### config.mk
export PLATFORM = sky130hd
export DESIGN_NAME = alu_arbiter_flat
export DESIGN_NICKNAME = d
export VERILOG_FILES = /design/src/rtl/alu_arb_pkg.sv /design/src/rtl/alu_arbiter_if.sv /design/src/rtl/alu_rr_arb2.sv /design/src/rtl/alu_arbiter.sv /design/src/flat_wrapper.sv
export SDC_FILE = /design/constraint.sdc
export NUM_CORES = 1
export LEC_CHECK = 0
export CAP_MARGIN = 0
export CORE_UTILIZATION = 25
export CTS_CLUSTER_DIAMETER = 60
export DETAILED_ROUTE_END_ITERATION = 10
export PLACE_DENSITY = 0.59
export SLEW_MARGIN = 10
export SYNTH_ARGS = -nofsm -noshare
export SYNTH_HDL_FRONTEND = slang
export SYNTH_SLANG_ARGS = --single-unit
### constraint.sdc
create_clock -name clk -period 2.55 [get_ports clk]
set_input_delay 0.6375 -clock clk [delete_from_list [all_inputs] [get_ports clk]]
set_output_delay 0.6375 -clock clk [all_outputs]
set_load 0.02 [all_outputs]
### src/rtl/alu_arb_pkg.sv
// Shared types and constants for the two-port ALU arbiter.
`default_nettype none

package alu_arb_pkg;

  typedef enum logic [1:0] {
    IDLE  = 2'd0,
    ISSUE = 2'd1,
    WAIT  = 2'd2,
    RESP  = 2'd3
  } arb_state_t;

  localparam int CNT_W = 4;

endpackage

`default_nettype wire

### src/rtl/alu_arbiter_if.sv
// Requester request/response channels for both ports plus the ALU core command/result bus.
`default_nettype none

interface alu_arbiter_if #(
  parameter int I_BW = 4,
  parameter int D_BW = 4
);

  logic            req0_valid;
  logic            req0_ready;
  logic [I_BW-1:0] req0_cmd;
  logic [D_BW-1:0] req0_da;
  logic [D_BW-1:0] req0_db;
  logic            rsp0_valid;
  logic            rsp0_ready;
  logic [D_BW-1:0] rsp0_data;

  logic            req1_valid;
  logic            req1_ready;
  logic [I_BW-1:0] req1_cmd;
  logic [D_BW-1:0] req1_da;
  logic [D_BW-1:0] req1_db;
  logic            rsp1_valid;
  logic            rsp1_ready;
  logic [D_BW-1:0] rsp1_data;

  logic            alu_en;
  logic [I_BW-1:0] alu_cmd;
  logic [D_BW-1:0] alu_da;
  logic [D_BW-1:0] alu_db;
  logic [D_BW-1:0] alu_res;

  // master: requesters and ALU core side; slave: the arbiter
  modport master (
    output req0_valid, req0_cmd, req0_da, req0_db, rsp0_ready,
    output req1_valid, req1_cmd, req1_da, req1_db, rsp1_ready,
    output alu_res,
    input  req0_ready, rsp0_valid, rsp0_data,
    input  req1_ready, rsp1_valid, rsp1_data,
    input  alu_en, alu_cmd, alu_da, alu_db
  );

  modport slave (
    input  req0_valid, req0_cmd, req0_da, req0_db, rsp0_ready,
    input  req1_valid, req1_cmd, req1_da, req1_db, rsp1_ready,
    input  alu_res,
    output req0_ready, rsp0_valid, rsp0_data,
    output req1_ready, rsp1_valid, rsp1_data,
    output alu_en, alu_cmd, alu_da, alu_db
  );

endinterface

`default_nettype wire

### src/rtl/alu_rr_arb2.sv
// Two-way round-robin grant; last_grant advances only when an operation completes.
`default_nettype none

module alu_rr_arb2 (
  input  wire logic       clk,
  input  wire logic       rst_n,
  input  wire logic [1:0] req_i,
  input  wire logic       advance_i,
  input  wire logic       adv_idx_i,
  output logic            grant_o,
  output logic            grant_valid_o
);

  logic last_grant_q;
  logic last_grant_d;

  always_comb begin
    last_grant_d = last_grant_q;
    if (advance_i) begin
      last_grant_d = adv_idx_i;
    end
  end

  // Reset to 1 so port 0 wins the first contended grant
  always_ff @(posedge clk or negedge rst_n) begin
    if (!rst_n) begin
      last_grant_q <= 1'b1;
    end else begin
      last_grant_q <= last_grant_d;
    end
  end

  always_comb begin
    grant_valid_o = |req_i;
    grant_o       = 1'b0;
    case (req_i)
      2'b10:   grant_o = 1'b1;
      2'b11:   grant_o = ~last_grant_q;
      default: grant_o = 1'b0;
    endcase
  end

endmodule

`default_nettype wire

### src/rtl/alu_arbiter.sv
// Shares one ALU core between two valid/ready requesters with round-robin arbitration
// and a single outstanding operation of fixed ALU latency.
`default_nettype none

module alu_arbiter
  import alu_arb_pkg::*;
#(
  parameter int I_BW    = 4,
  parameter int D_BW    = 4,
  parameter int ALU_LAT = 1
) (
  input  wire logic    clk,
  input  wire logic    rst_n,
  alu_arbiter_if.slave bus
);

  localparam logic [CNT_W-1:0] C_LAT_M1 = CNT_W'(ALU_LAT - 1);

  arb_state_t      state_q;
  arb_state_t      state_d;
  logic            gnt_q;
  logic [CNT_W-1:0] cnt_q;
  logic [I_BW-1:0] alu_cmd_q;
  logic [D_BW-1:0] alu_da_q;
  logic [D_BW-1:0] alu_db_q;
  logic [D_BW-1:0] rsp0_data_q;
  logic [D_BW-1:0] rsp1_data_q;

  logic       w_gnt;
  logic       w_gnt_vld;
  logic       w_accept;
  logic       w_rsp_hs;
  logic       w_req0_rdy;
  logic       w_req1_rdy;
  logic       w_alu_en;
  logic [1:0] w_rsp_vld;

  alu_rr_arb2 u_rr (
    .clk           (clk),
    .rst_n         (rst_n),
    .req_i         ({bus.req1_valid, bus.req0_valid}),
    .advance_i     (w_rsp_hs),
    .adv_idx_i     (gnt_q),
    .grant_o       (w_gnt),
    .grant_valid_o (w_gnt_vld)
  );

  assign w_accept = (state_q == IDLE) && w_gnt_vld;
  assign w_rsp_hs = (state_q == RESP) && (gnt_q ? bus.rsp1_ready : bus.rsp0_ready);

  always_ff @(posedge clk or negedge rst_n) begin
    if (!rst_n) begin
      state_q <= IDLE;
    end else begin
      state_q <= state_d;
    end
  end

  always_comb begin
    state_d = state_q;
    case (state_q)
      IDLE:    if (w_gnt_vld) state_d = ISSUE;
      ISSUE:   state_d = WAIT;
      WAIT:    if (cnt_q == '0) state_d = RESP;
      RESP:    if (w_rsp_hs) state_d = IDLE;
      default: state_d = IDLE;
    endcase
  end

  always_comb begin
    w_req0_rdy = 1'b0;
    w_req1_rdy = 1'b0;
    w_alu_en   = 1'b0;
    w_rsp_vld  = 2'b00;
    case (state_q)
      IDLE: begin
        w_req0_rdy = w_gnt_vld & ~w_gnt;
        w_req1_rdy = w_gnt_vld &  w_gnt;
      end
      ISSUE:   w_alu_en  = 1'b1;
      RESP:    w_rsp_vld = gnt_q ? 2'b10 : 2'b01;
      default: ;
    endcase
  end

  // Operands hold between operations; only the granted port's result register updates
  always_ff @(posedge clk or negedge rst_n) begin
    if (!rst_n) begin
      gnt_q       <= 1'b0;
      cnt_q       <= '0;
      alu_cmd_q   <= '0;
      alu_da_q    <= '0;
      alu_db_q    <= '0;
      rsp0_data_q <= '0;
      rsp1_data_q <= '0;
    end else begin
      if (w_accept) begin
        gnt_q     <= w_gnt;
        alu_cmd_q <= w_gnt ? bus.req1_cmd : bus.req0_cmd;
        alu_da_q  <= w_gnt ? bus.req1_da  : bus.req0_da;
        alu_db_q  <= w_gnt ? bus.req1_db  : bus.req0_db;
      end
      if (state_q == ISSUE) begin
        cnt_q <= C_LAT_M1;
      end else if ((state_q == WAIT) && (cnt_q != '0)) begin
        cnt_q <= cnt_q - 1'b1;
      end
      if ((state_q == WAIT) && (cnt_q == '0)) begin
        if (gnt_q) begin
          rsp1_data_q <= bus.alu_res;
        end else begin
          rsp0_data_q <= bus.alu_res;
        end
      end
    end
  end

  assign bus.req0_ready = w_req0_rdy;
  assign bus.req1_ready = w_req1_rdy;
  assign bus.rsp0_valid = w_rsp_vld[0];
  assign bus.rsp1_valid = w_rsp_vld[1];
  assign bus.rsp0_data  = rsp0_data_q;
  assign bus.rsp1_data  = rsp1_data_q;
  assign bus.alu_en     = w_alu_en;
  assign bus.alu_cmd    = alu_cmd_q;
  assign bus.alu_da     = alu_da_q;
  assign bus.alu_db     = alu_db_q;

endmodule

`default_nettype wire

### src/flat_wrapper.sv
// flat-port wrapper written by rule: the top's interface ports become plain ports
module alu_arbiter_flat import alu_arb_pkg::*;
#(
  parameter int I_BW    = 4,
  parameter int D_BW    = 4,
  parameter int ALU_LAT = 1
)
  (clk, rst_n, bus_req0_valid, bus_req0_cmd, bus_req0_da, bus_req0_db, bus_rsp0_ready, bus_req1_valid, bus_req1_cmd, bus_req1_da, bus_req1_db, bus_rsp1_ready, bus_alu_res, bus_req0_ready, bus_rsp0_valid, bus_rsp0_data, bus_req1_ready, bus_rsp1_valid, bus_rsp1_data, bus_alu_en, bus_alu_cmd, bus_alu_da, bus_alu_db);
  alu_arbiter_if #(.I_BW(I_BW), .D_BW(D_BW)) bus_i ();
  input  wire logic clk;
  input  wire logic rst_n;
  input wire logic [$bits(bus_i.req0_valid)-1:0] bus_req0_valid;
  input wire logic [$bits(bus_i.req0_cmd)-1:0] bus_req0_cmd;
  input wire logic [$bits(bus_i.req0_da)-1:0] bus_req0_da;
  input wire logic [$bits(bus_i.req0_db)-1:0] bus_req0_db;
  input wire logic [$bits(bus_i.rsp0_ready)-1:0] bus_rsp0_ready;
  input wire logic [$bits(bus_i.req1_valid)-1:0] bus_req1_valid;
  input wire logic [$bits(bus_i.req1_cmd)-1:0] bus_req1_cmd;
  input wire logic [$bits(bus_i.req1_da)-1:0] bus_req1_da;
  input wire logic [$bits(bus_i.req1_db)-1:0] bus_req1_db;
  input wire logic [$bits(bus_i.rsp1_ready)-1:0] bus_rsp1_ready;
  input wire logic [$bits(bus_i.alu_res)-1:0] bus_alu_res;
  output wire logic [$bits(bus_i.req0_ready)-1:0] bus_req0_ready;
  output wire logic [$bits(bus_i.rsp0_valid)-1:0] bus_rsp0_valid;
  output wire logic [$bits(bus_i.rsp0_data)-1:0] bus_rsp0_data;
  output wire logic [$bits(bus_i.req1_ready)-1:0] bus_req1_ready;
  output wire logic [$bits(bus_i.rsp1_valid)-1:0] bus_rsp1_valid;
  output wire logic [$bits(bus_i.rsp1_data)-1:0] bus_rsp1_data;
  output wire logic [$bits(bus_i.alu_en)-1:0] bus_alu_en;
  output wire logic [$bits(bus_i.alu_cmd)-1:0] bus_alu_cmd;
  output wire logic [$bits(bus_i.alu_da)-1:0] bus_alu_da;
  output wire logic [$bits(bus_i.alu_db)-1:0] bus_alu_db;
  assign bus_i.req0_valid = bus_req0_valid;
  assign bus_i.req0_cmd = bus_req0_cmd;
  assign bus_i.req0_da = bus_req0_da;
  assign bus_i.req0_db = bus_req0_db;
  assign bus_i.rsp0_ready = bus_rsp0_ready;
  assign bus_i.req1_valid = bus_req1_valid;
  assign bus_i.req1_cmd = bus_req1_cmd;
  assign bus_i.req1_da = bus_req1_da;
  assign bus_i.req1_db = bus_req1_db;
  assign bus_i.rsp1_ready = bus_rsp1_ready;
  assign bus_i.alu_res = bus_alu_res;
  assign bus_req0_ready = bus_i.req0_ready;
  assign bus_rsp0_valid = bus_i.rsp0_valid;
  assign bus_rsp0_data = bus_i.rsp0_data;
  assign bus_req1_ready = bus_i.req1_ready;
  assign bus_rsp1_valid = bus_i.rsp1_valid;
  assign bus_rsp1_data = bus_i.rsp1_data;
  assign bus_alu_en = bus_i.alu_en;
  assign bus_alu_cmd = bus_i.alu_cmd;
  assign bus_alu_da = bus_i.alu_da;
  assign bus_alu_db = bus_i.alu_db;
  alu_arbiter #(.I_BW(I_BW), .D_BW(D_BW), .ALU_LAT(ALU_LAT)) u_core (.clk(clk), .rst_n(rst_n), .bus(bus_i));
endmodule
==> impl_summary.txt, run 1 <==
----------------------------------------------------
[Synthesis]
  Most frequent cell after synthesis ... dfrtp_1
  Sequential-to-total area share from yosys stat ... around 52%
  Syn Inst Count ... 118
  Multiplexer fraction of the synthesized cell area ... between 10% and 20%
  Cell area after synthesis ... ~1400 um^2
  Area contributors post-synth ... dfrtp_1 50%, mux2i_1 7.4%, ha_1 5.5%, mux2_1 3.3%, mux2_2 3.3%
  Share of Yosys cell area claimed by the top area cell type ... about half
  Syn Nets ... about 160
  Largest family of logic cells by synthesized area ... multiplexers
  Post-synth EDFFs ... 0
  Mapped Avg Cell Area ... 11.5 um^2
  Post-synth top area cell ... dfrtp_1
  Synth Area in XOR/XNOR ... 0%
  Simple-gate area share of the yosys netlist ... between 10% and 20%
  Synthesis-stage register bit count ... 28
  Number of distinct library cells after synthesis ... 32
  Cell types with the highest counts after synthesis ... 27 x dfrtp_1, 11 x nand2_1, 10 x mux2i_1
  Synth async-reset ratio ... 100%
  Number of warnings issued by yosys ... 0
  Most used flip-flop cell after synthesis ... dfrtp_1
  Adder-cell share of the synthesized area ... under 10%
  Compound-gate portion of the synthesized area ... about 14%

[Clock network]
  H-tree levels ... 1
  TritonCTS Buffers ... 3
  CTS Hold Buffers Added ... 0
  Cells resized by post-CTS repair ... 2
  Insertion delay of the later-clocked pin in the worst-skew pair ... 0.27 ns
  Clock root buffer ... clkbuf_8
  Register clock-pin slew on the reported worst setup and hold paths ... approximately 0.090 ns
  TritonCTS clock tree ... built
  Post-CTS setup buffers ... 0
  Max Buffers Root-to-Sink ... 2
  CTS Sinks ... 28

[GRT]
  Total global routing overflow ... 0
  Global-route wire length before repair ... just under 5000 um
  Initial antenna violation count ... 0
  Tot GR Track Use ... roughly 12%
  Pin count of the biggest net entering global routing ... 29
  Via count of the first global-routing pass ... about 1100

[Job]
  Max-cap violations ... 0

[Critical path]
  Register-to-register setup slack ... between 0.6 and 0.7 ns
  Worst-path cell with the longest stage delay ... clkdlybuf4s50_1
  Stage delay of the slowest cell on the critical path ... 0.42 ns
  Capture point of the worst reg-to-reg path ... u_core.state_q[1]$_DFFE_PN0P_
  Delay-heaviest family, CP ... buffers and inverters
  Arrival time of the worst setup path ... ~1.8 ns
  Required time at the worst-slack endpoint ... ~1.9 ns
  List of cells traversed by the critical path ... clkdlybuf4s50_1, a21boi_2, buf_4, nor2_1, dlygate4sd2_1
  Number of buffers and inverters on the critical path ... 3
  Element type at the critical path start ... primary input
  Critical-path maximum fanout ... 3
  Capturing element type of the critical path ... output pin
  Path depth of the worst reg2reg path ... 5
  Critical R2R Launch ... u_core.cnt_q[0]$_DFFE_PN0P_
  Critical Setup Path Class ... primary input to output pin

[Layout]
  Filler cells ... ~490
  Design area ... 2150 um^2
  Number of diodes added for antenna fixing ... 0
  Area Growth Syn to Fin ... 58.6%
  Count of nets after finishing ... around 230
  Final cell count without fillers ... ~260
  Final cell utilization of the core ... 41.6%
  Fraction of final layout cells sized beyond drive strength 1 ... approximately an eighth

[Timing]
  Final critical-path required period ... roughly 2.5 ns
  Fin worst setup slack ... 0.0713 ns
  RSZ-0062 raised after global routing ... no
  Slew at the pin with the worst max-slew slack ... about 0.4 ns
  Total setup violations reported at the end of the flow ... 0
  Max transition margin ... between 70% and 80%
  Number of endpoints with negative hold slack in the final report ... 0
  Final count of pins violating max slew ... 0
  Maximum clock rate ... slightly above 0.4 GHz
  Worst setup skew after layout ... approximately 0.0033 ns
  Part of the cycle the worst path needs ... a little over nine tenths

[Drt]
  Remaining routing DRC violations ... 0
  Final antenna-violating net count ... 0
  Routed WL ... between 3000 and 4000 um
  Vias post-DR ... approximately 1100
  Violation count after the first detailed-routing iteration ... 20
  Via density per instance ... approximately 4.5
  Routed length per placed instance ... roughly 13 um
  Drt first pass iters ... 4

[Placement]
  Post-DP HPWL ... 2660 um
  Place WS ... -0.238 ns
  Inst Count DP ... approximately 250
  Global placement routability congestion ... approximately 0.73
  Placed Area ... roughly 2100 um^2
  IO Port Bufs ... 58

[Worst hold path]
  Min-Delay Startpoint ... u_core.bus.alu_db[1]$_DFFE_PN0P_
  Sink of the worst hold path ... u_core.bus.alu_db[1]$_DFFE_PN0P_
  Count of cells along the worst hold path ... 2
  Worst min-delay path class ... flop to flop

[Pwr]
  Ratio of total power to cell area ... 1100 nW/um^2
  Static Leakage ... about 0.95 nW
  Sequential group share of total power ... approximately 32%
  Sw power ... around 0.00087 W
  Switching fraction of total power ... a little under two fifths
  Cell-internal power ... around 0.0015 W
  Maximum resistive drop on vdd ... about 0.00050 V
  Clk network pwr share ... 14.7%
  Gate power share ... between 50% and 60%

[Floorplan]
  Number of core rows ... 26
  Floorplan Core Area ... just over 5000 um^2
  Die Ht ... approximately 76 um
  Die area ... between 5000 and 6000 um^2
  Initial core utilization ... around a quarter
  Die Width ... around 76 um
  Ports placed on the boundary ... 59

[Run status]
  Result of the run ... completed

----------------------------------------------------
[layer usage]
| layer | wire (um) | vias up | track usage [%] |
|---|---|---|---|
| li1 | - | 558 | - |
| met1 | 1340 | 549 | 13.4 |
| met5 | 0 | - | 0 |
| met3 | 106 | 5 | 2.12 |
| met4 | 41 | 0 | 3.70 |
| met2 | 1790 | 23 | 21.3 |
[layout by cell type, fill, tap and decap left out, types with 2 or more instances in the layout]
cell              n
o21ai_1           8
dfrtp_1          27
a221o_1           4
a21o_1            2
nor2b_1           2
o21ai_0           2
mux2i_1          10
and3_1            3
a211oi_1          2
nand2_1          11
mux2_1            4
clkbuf_8          3
and2_1            2
buf_4            10
nor2_1            3
a21oi_1           6
clkdlybuf4s50_1  56
inv_1             5
ha_1              6
mux2_2            4
[how the worst max path moves through the flow]
stage | from | to | slack (ns) | cells after the start
2_1_floorplan | bus_req1_valid | bus_req1_ready | 0.48 | 3
6_report | bus_req1_valid | bus_req0_ready | 0.07 | 5
3_3_place_gp | bus_req1_valid | bus_req1_ready | -0.19 | 4
4_1_cts | bus_req1_valid | bus_req1_ready | 0.03 | 4
5_1_grt | bus_req1_valid | bus_req0_ready | 0.02 | 5
3_5_place_dp | bus_req1_valid | bus_req1_ready | -0.24 | 4
[state kept, by name, indices dropped and copies added, names as in the netlist]
name                      cells
u_core.bus.alu_da             4
u_core.u_rr.last_grant_q      1
u_core.cnt_q                  4
u_core.bus.rsp1_data          4
u_core.gnt_q                  1
u_core.state_q                2
u_core.bus.alu_db             4
u_core.bus.alu_cmd            4
u_core.bus.rsp0_data          4
[power by group through the flow]
| stage | combinational (W) | clock [W] | sequential [W] |
|---|---|---|---|
| 2_1_floorplan | 0.000493 | 0 | 0.000948 |
| 3_3_place_gp | 0.00124 | 0 | 0.000755 |
| 3_5_place_dp | 0.00126 | 0 | 0.000774 |
| 4_1_cts | 0.00126 | 0.000359 | 0.000763 |
| 5_1_grt | 0.00136 | 0.000377 | 0.000790 |
| 6_report | 0.00125 | 0.000347 | 0.000761 |
[tightest hold or removal path, delay by kind of cell, from the launching register on]
family	cells	cell delay, ns
simple gates	1	0.04
compound gates	1	0.06
flops	1	0.35
[area by class of cell]
cell class / instances / area, um^2 / area share, %
clock buffer: 3 / 41.3 / 1.92
sequential: 28 / 702 / 32.7
inverter: 5 / 18.8 / 0.873
timing repair buffer: 68 / 654 / 30.4
tap: 70 / 87.6 / 4.07
clock inverter: 1 / 30.0 / 1.40
multi-input combinational: 80 / 616 / 28.6
[through the flow]
step | setup TNS, ns | hold WS [ns] | total power [W]
2_1_floorplan | 0 | 0.342 | 0.00144
3_3_place_gp | -0.364 | 0.468 | 0.00200
3_5_place_dp | -0.438 | 0.472 | 0.00203
4_1_cts | 0 | 0.494 | 0.00239
5_1_grt | 0 | 0.513 | 0.00252
6_report | 0 | 0.489 | 0.00236
[cells by family (layout without fill, tap and decap cells)]
kind of cell,count (synthesis),in the layout
fa+ha+maj,6,6
compound gates,28,28
buf+inv,10,77
flops,28,28
mux,19,19
simple gates,27,27
Note: power is estimated with default switching activity, not from simulation.
==> run 2, diff against run 1 <==
SYNTH_HIERARCHICAL = 1   (was not set)
==> impl_summary.txt, run 2 <==
----------------------------------------------------
[Synthesis]
  Area contributors post-synth ... dfrtp_1 49%, mux2i_1 9.4%, mux2_2 8.2%, ha_1 5.4%, a21oi_1 4.7% (was dfrtp_1 50%, mux2i_1 7.4%, ha_1 5.5%, mux2_1 3.3%, mux2_2 3.3%)
  Share of Yosys cell area claimed by the top area cell type ... 48.9% (was 49.9%)
  Synthesis-stage register bit count ... 28 (unchanged)
  Multiplexer fraction of the synthesized cell area ... 18.7% (was 15.1%)
  Largest family of logic cells by synthesized area ... multiplexers (unchanged)
  Simple-gate area share of the yosys netlist ... 13.3% (was 10.6%)
  Adder-cell share of the synthesized area ... 5.43% (was 5.54%)
  Synth Area in XOR/XNOR ... 1.90% (was 0%)
  Post-synth top area cell ... dfrtp_1 (unchanged)
  Mapped Avg Cell Area ... 11.4 um^2 (was 11.5 um^2)
  Compound-gate portion of the synthesized area ... 6.97% (was 13.9%)
  Number of distinct library cells after synthesis ... 29 (was 32)
  Sequential-to-total area share from yosys stat ... 50.8% (was 51.8%)
  Number of warnings issued by yosys ... 6 (was 0)
  Post-synth EDFFs ... 0 (unchanged)
  Cell area after synthesis ... 1380 um^2 (was 1360 um^2)
  Cell types with the highest counts after synthesis ... 27 x dfrtp_1, 17 x nor2_1, 13 x a21oi_1, 13 x mux2i_1, 10 x mux2_2 (was 27 x dfrtp_1, 11 x nand2_1, 10 x mux2i_1)
  Most used flip-flop cell after synthesis ... dfrtp_1 (unchanged)
  Most frequent cell after synthesis ... dfrtp_1 (unchanged)
  Syn Inst Count ... 121 (was 118)
  Synth async-reset ratio ... 100% (unchanged)
  Syn Nets ... 161 (was 158)

[Drt]
  Remaining routing DRC violations ... 0 (unchanged)
  Final antenna-violating net count ... 0 (unchanged)
  Vias post-DR ... 1052 (was 1135)
  Routed length per placed instance ... 11.3 um (was 12.8 um)
  Drt first pass iters ... 4 (unchanged)
  Via density per instance ... 4.16 (was 4.45)
  Routed WL ... 2860 um (was 3280 um)
  Violation count after the first detailed-routing iteration ... 19 (was 20)

[Placement]
  Post-DP HPWL ... 2200 um (was 2660 um)
  IO Port Bufs ... 58 (unchanged)
  Place WS ... -0.282 ns (was -0.238 ns)
  Global placement routability congestion ... 0.667 (was 0.732)

[Timing]
  Final critical-path required period ... 2.47 ns (was 2.48 ns)
  Maximum clock rate ... 0.405 GHz (was 0.403 GHz)
  Fin Hold WS ... 0.511 ns (was 0.489 ns)
  Slew at the pin with the worst max-slew slack ... 0.354 ns (was 0.390 ns)
  Part of the cycle the worst path needs ... 96.9% (was 97.2%)
  RSZ-0062 raised after global routing ... no (unchanged)
  Fin worst setup slack ... 0.0783 ns (was 0.0713 ns)
  Final count of pins violating max slew ... 0 (unchanged)
  Total setup violations reported at the end of the flow ... 0 (unchanged)
  Number of endpoints with negative hold slack in the final report ... 0 (unchanged)
  Final setup TNS ... 0 ns (unchanged)
  Worst setup skew after layout ... 0.00457 ns (was 0.00327 ns)
  Max transition margin ... 76.4% (was 73.9%)

[GRT]
  Global-route wire length before repair ... 4930 um (was 4950 um)
  Via count of the first global-routing pass ... 1020 (was 1103)
  Initial antenna violation count ... 0 (unchanged)
  Pin count of the biggest net entering global routing ... 29 (unchanged)
  Total global routing overflow ... 0 (unchanged)
  Tot GR Track Use ... 10.5% (was 11.5%)

[Critical path]
  Required time at the worst-slack endpoint ... 1.91 ns (about the same)
  Element type at the critical path start ... primary input (unchanged)
  Critical Setup Path Class ... primary input to output pin (unchanged)
  Arrival time of the worst setup path ... 1.83 ns (was 1.84 ns)
  Capturing element type of the critical path ... output pin (unchanged)
  Critical-path maximum fanout ... 4 (was 3)

[Layout]
  Area Growth Syn to Fin ... 52.4% (was 58.6%)
  Most common library cell in the layout ignoring fill and taps ... clkdlybuf4s50_1 (unchanged)
  Filler cells ... 531 (was 494)
  Fraction of final layout cells sized beyond drive strength 1 ... 15.8% (was 13.0%)
  Sequential cell area in the final layout ... 702 um^2 (unchanged)
  Count of nets after finishing ... 224 (was 226)
  Commonest non-fill, non-tap cells in the layout ... 56 x clkdlybuf4s50_1, 27 x dfrtp_1, 17 x nor2_1 (was 56 x clkdlybuf4s50_1, 27 x dfrtp_1, 11 x nand2_1)
  Final cell utilization of the core ... 40.5% (was 41.6%)
  Number of diodes added for antenna fixing ... 0 (unchanged)
  Multi-input combinational cell area ... 643 um^2 (was 616 um^2)

[Floorplan]
  Floorplan Core Area ... 5200 um^2 (was 5170 um^2)
  Die Ht ... 76.3 um (was 75.6 um)
  Die area ... 5830 um^2 (was 5720 um^2)
  Initial core utilization ... 26.5% (was 26.2%)
  Number of core rows ... 26 (unchanged)
  Ports placed on the boundary ... 59 (unchanged)
  Die Width ... 76.3 um (was 75.6 um)

[Pwr]
  Maximum resistive drop on vdd ... 0.000398 V (was 0.000504 V)
  Overall Power ... 0.00220 W (was 0.00236 W)
  Static Leakage ... 0.899 nW (was 0.946 nW)
  Ratio of total power to cell area ... 1040 nW/um^2 (was 1100 nW/um^2)

[Clock network]
  Register clock-pin slew on the reported worst setup and hold paths ... 0.09 ns (about the same)
  Clock root buffer ... clkbuf_8 (unchanged)
  H-tree levels ... 1 (unchanged)
  TritonCTS clock tree ... built (unchanged)
  Max Buffers Root-to-Sink ... 2 (unchanged)
  Insertion delay of the later-clocked pin in the worst-skew pair ... 0.27 ns (about the same)
  CTS Hold Buffers Added ... 0 (unchanged)
  CTS Sinks ... 28 (unchanged)
  TritonCTS Buffers ... 3 (unchanged)

[Job]
  Max-cap violations ... 0 (unchanged)

[Run status]
  Result of the run ... completed (unchanged)

[Worst hold path]
  Worst min-delay path class ... flop to flop (unchanged)

----------------------------------------------------
==> run 2: changes by cell type after synthesis, sizes merged, moves of 3 or more <==
cell	delta
nor2	+14
o21ai	-9
nand2	-8
a21oi	+7
a221o	-4
buf	+3
clkbuf	-3
mux2i	+3
==> run 2: worst paths after layout <==
check	depth (start not counted)	start	slack, ns	endpoint
worst min-delay path	1	u_core/bus.rsp0_data[2]$_DFFE_PN0P_	0.51	u_core/bus.rsp0_data[2]$_DFFE_PN0P_
min in group asynchronous	2	rst_n	0.75	u_core/bus.alu_da[1]$_DFFE_PN0P_
worst max register to register	6	u_core/cnt_q[0]$_DFFE_PN0P_	0.86	u_core/bus.rsp0_data[0]$_DFFE_PN0P_
worst min register to register	1	u_core/bus.rsp0_data[2]$_DFFE_PN0P_	0.51	u_core/bus.rsp0_data[2]$_DFFE_PN0P_
worst max-delay path	5	bus_req0_valid	0.08	bus_req1_ready
max in group asynchronous	2	rst_n	1.50	u_core/u_rr/last_grant_q$_DFFE_PN1P_
==> run 2: cell families after synthesis <==
kind of cell | after synthesis
AO/OA/AOI/OAI | 17
XOR/XNOR | 3
adder cells (fa/ha/maj) | 6
buffers and inverters | 9
flip-flops | 28
multiplexers | 24
AND/OR/NAND/NOR | 34
==> run 2: routing by layer <==
layer | GRT usage, % | part of all wire, %
met5 | 0 | 0
met1 | 13.6 | 48
met2 | 16.9 | 47
met3 | 3.23 | 4.6
met4 | 2.88 | 0.70
==> run 2: per-stage QoR <==
| stage | cells | area, um^2 |
|---|---|---|
| 6_report | 253 | 2110 |
| 5_1_grt | 253 | 2110 |
| 4_1_cts | 253 | 2100 |
| 3_5_place_dp | 249 | 2070 |
| 3_3_place_gp | 249 | 2070 |
| 2_1_floorplan | 121 | 1380 |
==> run 2: final cells by class <==
type / instances / share of cell area, %
flip-flops and latches: 28 / 33.3
well taps: 70 / 4.16
inverters: 4 / 0.713
repair buffers: 63 / 29.1
clock buffers: 4 / 2.14
multi-input cells: 84 / 30.5
==> run 2: repair_timing <==
item,CTS,global route
endpoints found under the hold margin,0,0
gates resized for setup,5,1
setup buffers,0,0
endpoints found under the setup margin,2,1
gates cloned,0,0
==> run 2: worst max-delay path, cell delays in order <==
cell and delay [ns]:
clkdlybuf4s50_1 0.41, buf_4 0.14, a21boi_2 0.17, and3_1 0.18, clkdlybuf4s15_1 0.30
==> run 2: where the power goes <==
| part | total [W] | switching [W] | leakage [nW] | internal, W |
|---|---|---|---|---|
| Sequential | 0.000762 | 0.000116 | 0.327 | 0.000645 |
| Combinational | 0.00120 | 0.000577 | 0.550 | 0.000622 |
| Clock | 0.000239 | 0.000128 | 0.0228 | 0.000112 |
==> run 3, diff against run 2 <==
CAP_MARGIN = not set   (was 0)
==> results of run 3 <==
Same layout as run 2: the final DEF is identical, and so are final timing and power.
